`src/rtl/conv_window_sequencer.sv`:
```
// Convolution loop sequencer: walks every valid output window and kernel tap of one layer pass,
// presenting indices over valid/ready. Optional SEQ_STALL_CNT_EN adds a saturating stall counter.
module conv_window_sequencer #(
  parameter int IMG_W  = 5,
  parameter int IMG_H  = 5,
  parameter int K_SIZE = 3,
  localparam int RW = ($clog2(IMG_H) > 1) ? $clog2(IMG_H) : 1,
  localparam int CW = ($clog2(IMG_W) > 1) ? $clog2(IMG_W) : 1,
  localparam int KW = ($clog2(K_SIZE) > 1) ? $clog2(K_SIZE) : 1
) (
  input  logic          clk,
  input  logic          rst_n,
  input  logic          start,
  output logic          busy,
  output logic          done,
  output logic          idx_valid,
  input  logic          idx_ready,
  output logic [RW-1:0] out_row,
  output logic [CW-1:0] out_col,
  output logic [KW-1:0] k_row,
  output logic [KW-1:0] k_col,
`ifdef SEQ_STALL_CNT_EN
  output logic [15:0]   stall_cnt,
`endif
  output logic          win_last,
  output logic          pass_last
);

  typedef enum logic [1:0] {
    S_IDLE = 2'd0,
    S_RUN  = 2'd1,
    S_DONE = 2'd2
  } state_e;

  localparam logic [RW-1:0] ROW_MAX = RW'(IMG_H - K_SIZE);
  localparam logic [CW-1:0] COL_MAX = CW'(IMG_W - K_SIZE);
  localparam logic [KW-1:0] K_MAX   = KW'(K_SIZE - 1);

  state_e        state_q, state_d;
  logic [RW-1:0] row_q, row_d;
  logic [CW-1:0] col_q, col_d;
  logic [KW-1:0] kr_q, kr_d;
  logic [KW-1:0] kc_q, kc_d;
  logic          fire_s;
  logic          win_last_s;
  logic          pass_last_s;

  assign fire_s      = idx_valid && idx_ready;
  assign win_last_s  = (kc_q == K_MAX) && (kr_q == K_MAX);
  assign pass_last_s = win_last_s && (col_q == COL_MAX) && (row_q == ROW_MAX);

  // Next-state and index advance; k_col is innermost, out_row outermost.
  always_comb begin
    state_d = state_q;
    row_d   = row_q;
    col_d   = col_q;
    kr_d    = kr_q;
    kc_d    = kc_q;
    case (state_q)
      S_IDLE: begin
        if (start) begin
          state_d = S_RUN;
          row_d   = '0;
          col_d   = '0;
          kr_d    = '0;
          kc_d    = '0;
        end else begin
          state_d = S_IDLE;
        end
      end
      S_RUN: begin
        if (!fire_s) begin
          state_d = S_RUN;
        end else if (pass_last_s) begin
          state_d = S_DONE;
          row_d   = '0;
          col_d   = '0;
          kr_d    = '0;
          kc_d    = '0;
        end else if (kc_q != K_MAX) begin
          kc_d = kc_q + KW'(1);
        end else if (kr_q != K_MAX) begin
          kc_d = '0;
          kr_d = kr_q + KW'(1);
        end else if (col_q != COL_MAX) begin
          kc_d  = '0;
          kr_d  = '0;
          col_d = col_q + CW'(1);
        end else begin
          kc_d  = '0;
          kr_d  = '0;
          col_d = '0;
          row_d = row_q + RW'(1);
        end
      end
      S_DONE: begin
        state_d = S_IDLE;
      end
      default: begin
        state_d = S_IDLE;
      end
    endcase
  end

  // State and index registers.
  always_ff @(posedge clk or negedge rst_n) begin
    if (!rst_n) begin
      state_q <= S_IDLE;
      row_q   <= '0;
      col_q   <= '0;
      kr_q    <= '0;
      kc_q    <= '0;
    end else begin
      state_q <= state_d;
      row_q   <= row_d;
      col_q   <= col_d;
      kr_q    <= kr_d;
      kc_q    <= kc_d;
    end
  end

  assign busy      = (state_q != S_IDLE);
  assign done      = (state_q == S_DONE);
  assign idx_valid = (state_q == S_RUN);
  assign out_row   = row_q;
  assign out_col   = col_q;
  assign k_row     = kr_q;
  assign k_col     = kc_q;
  assign win_last  = idx_valid && win_last_s;
  assign pass_last = idx_valid && pass_last_s;

`ifdef SEQ_STALL_CNT_EN
  logic [15:0] stall_q, stall_d;

  // Stall counter: cleared on accepted start, saturating, held after the pass.
  always_comb begin
    stall_d = stall_q;
    if ((state_q == S_IDLE) && start) begin
      stall_d = 16'h0000;
    end else if ((state_q == S_RUN) && !idx_ready && (stall_q != 16'hFFFF)) begin
      stall_d = stall_q + 16'h0001;
    end else begin
      stall_d = stall_q;
    end
  end

  // Stall counter register.
  always_ff @(posedge clk or negedge rst_n) begin
    if (!rst_n) begin
      stall_q <= 16'h0000;
    end else begin
      stall_q <= stall_d;
    end
  end

  assign stall_cnt = stall_q;
`endif

endmodule

```
`config.mk`:
```
export PLATFORM = sky130hd
export DESIGN_NAME = conv_window_sequencer
export DESIGN_NICKNAME = d
export VERILOG_FILES = /design/src/rtl/conv_window_sequencer.sv
export SDC_FILE = /design/constraint.sdc
export NUM_CORES = 1
export LEC_CHECK = 0
export CAP_MARGIN = 10
export CORE_ASPECT_RATIO = 0.75
export CORE_MARGIN = 5
export CORE_UTILIZATION = 25
export CTS_BUF_LIST = sky130_fd_sc_hd__clkbuf_2 sky130_fd_sc_hd__clkbuf_4 sky130_fd_sc_hd__clkbuf_8
export CTS_CLUSTER_DIAMETER = 50
export DETAILED_ROUTE_END_ITERATION = 10
export DONT_BUFFER_PORTS = 1
export PLACE_DENSITY = 0.44
export SLEW_MARGIN = 10
export SYNTH_ARGS = -nofsm -noshare
export SYNTH_HDL_FRONTEND = slang
export SYNTH_SLANG_ARGS = --single-unit
```
`constraint.sdc`:
```
create_clock -name clk -period 1.7 [get_ports clk]
set_clock_uncertainty 0.1 [all_clocks]
set_input_delay 0 -clock clk [delete_from_list [all_inputs] [get_ports clk]]
set_output_delay 0 -clock clk [all_outputs]
set_load 0.005 [all_outputs]
```
==> results.cfg <==
[status]
outcome = finished, final reports clean

[route]
drc = 0
wl_per_cell_microns = 14.7
finalWirelength_mm = 1.78
routed_via_density = 4.83
ant_nets = 0
vias = 584
drt_iter0_markers = 12
dr.pass1.iters = 4

[worst_setup_path]
crit_type = register to output pin
worst_r2r_startpoint = state_q[1]$_DFFE_PN0P_
path_max_fanout = 4
worst_setup_path_start_kind = register
required_ps = 1600
r2r-end = out_row[2]$_DFFE_PN0P_
r2r_slack_ps = 170
r2r_cells = 5
startpoint = k_col[0]$_DFFE_PN0P_
cp.arrival_ps = 1540
crit_path_end = pass_last
endpoint_kind = output pin

[timing]
worst_slew_pin_slew_ps = 603
drv_slew = 0
setup_viol = 0
relSlewSlack = 0.597
rsz0062_at_grt = false
min_period_over_period = 0.962
hold_violations = 0
period_needed_ps = 1640
setup_tns_ps = 0
max_freq_mhz = 611

[grt]
grt_pass1_wl_mm = 3.10
grt_pass1_vias = 585
grt_overflow = 0
track_usage = 0.108
antenna_found_initial = 0
grt_start_max_net_pins = 13

[finish]
drive_gt1_frac = 0.282
fillers = 271
diodes = 0
post-route-util = 0.333
stdcell_count = 121
fin_nets = 92
area_delta_synth_final_pct = 28.2

[cts]
cts_made_buffers = 3
clockBufferDepth = 2
root_buffer = clkbuf_4
insertion_delay_ps = 280
htreeDepth = 1
path_clk_slew_ps = 80
cts_tree = yes
clkSinkCount = 12

[logic_synthesis]
async_flop_share = 1.00
synth-seq-cells = 12
synth.most_common_cell = dfrtp_1
syn_nets = 76
seq_area_frac_synth = 0.448
netlist-cell-type-count = 31
synth.largest_area_cell = dfrtp_1
synth_edf_count = 0
syn_area_per_cell_sq_um = 9.58
netlist_top_cells_count = dfrtp_1 (12), nor2_1 (7), o21ai_0 (6), nand2_1 (5), inv_1 (4)
synthDominantCellAreaShare = 0.448
syn_inst = 70
ys.flop_type = dfrtp_1
synth_area_sq_um = 671
synth_area_leaders = dfrtp_1 (45%), o21ai_0 (4.5%), nor2_1 (3.9%)
synth_warnings = 0

[power_and_ir_drop]
power.density_nw_per_um2 = 1160
p_leak_nw = 0.382
finalPower_uw = 999
ir_drop_mv = 0.409

[floorplanning]
dieArea_sq_um = 3830
fp-row-count = 16
die_h_microns = 54.9
boundaryPins = 19
die_width_microns = 69.8
coreArea_sq_um = 2580
start_util = 0.260

[job]
maxCapViolations = 0

[placed_design]
dp.cells = 113
routabilityCongestion = 0.779
portBuffers = 0
dp_hpwl_mm = 1.33

[min_path]
hold_class = primary input to async pin
state kept, by name, indices dropped and copies added (netlist names):
name,count
out_row,3
state_q,2
out_col,3
k_col,2
k_row,2
worst min-delay path by stage:
stage	to	slack, ps	cells past startpoint
2_1_floorplan	k_col[0]$_DFFE_PN0P_	-400	0
3_3_place_gp	k_col[1]$_DFFE_PN0P_	-400	0
3_5_place_dp	k_row[0]$_DFFE_PN0P_	-390	0
4_1_cts	k_col[1]$_DFFE_PN0P_	70	1
5_1_grt	k_row[1]$_DFFE_PN0P_	120	1
6_report	k_row[0]$_DFFE_PN0P_	60	1
logic make-up (layout without fill, tap and decap cells):
logic type / after synthesis / count (layout) / synth area share
AOI/OAI and AO/OA: 19 / 19 / 0.177
muxes: 3 / 3 / 0.0522
and+or+nand+nor: 28 / 28 / 0.241
DFF: 12 / 12 / 0.448
adders and majority gates: 2 / 2 / 0.0373
buffers and inverters: 6 / 21 / 0.0448
power breakdown:
| group | total, mW | internal (mW) | switching (mW) |
|---|---|---|---|
| clock network | 0.238 | 0.130 | 0.107 |
| registers | 0.393 | 0.350 | 0.0429 |
| logic | 0.368 | 0.185 | 0.183 |
| total | 0.999 | 0.665 | 0.333 |
repair_timing:
action | in CTS | in global routing
hold buffers | 3 | 0
hold endpoints to repair | 19 | 0
gates resized for setup | 3 | 4
gates cloned | 0 | 0
setup buffers | 1 | 0
setup endpoints to repair | 1 | 3
pin swaps | 1 | 0
metal layers:
layer  wire length, microns  GRT usage  vias to the layer above
met4                     10     0.0287                        0
li1                       -          -                      285
met5                      0          0                        -
met3                    234     0.0606                        2
met2                    670      0.144                       26
met1                    860      0.146                      271
layout by cell type, fill, tap and decap left out:
cell type,n
mux2i_1,2
o22ai_1,1
a21oi_1,3
a311oi_1,1
nor2_2,1
nor2b_1,1
or3_1,1
o21ai_0,6
clkbuf_4,3
nand2b_1,2
and2_1,1
and4bb_4,1
buf_4,9
nand2_1,4
nand2b_4,1
inv_2,1
inv_4,1
a21o_1,1
nand4_1,2
ha_1,2
clkbuf_8,1
dfrtp_1,12
or2_1,1
nor3b_2,1
and2b_2,1
nand4bb_1,1
o31ai_1,2
nor2_1,6
mux2_4,1
or2_2,2
nor3_1,1
a22o_1,1
inv_1,3
a31oi_1,3
o41ai_1,1
dlygate4sd3_1,3
nand2_2,1
cell type report:
class                      count  area [sq um]  share of cell area
multi-input combinational     52           359               0.418
sequential                    12           300               0.349
timing repair buffer          12          97.6               0.114
tap                           36          45.0              0.0524
clock buffer                   4          36.3              0.0422
inverter                       5          21.3              0.0247
critical path, stage by stage (launching register included):
cell,delay [ps]
dfrtp_1,390
and4bb_4,350
nand2_2,70
or2_2,320
nor2_2,120
stage by stage:
stage / area [sq um] / hold slack, ps / setup WS, ps
floorplan: 671 / -396 / 211
global placement: 764 / -395 / 120
detailed placement: 764 / -395 / 51.2
CTS: 850 / 73.7 / 42.6
global route: 860 / 118 / 17.3
finish: 860 / 60.8 / 64.0
Power figures use the tool's default switching activity.
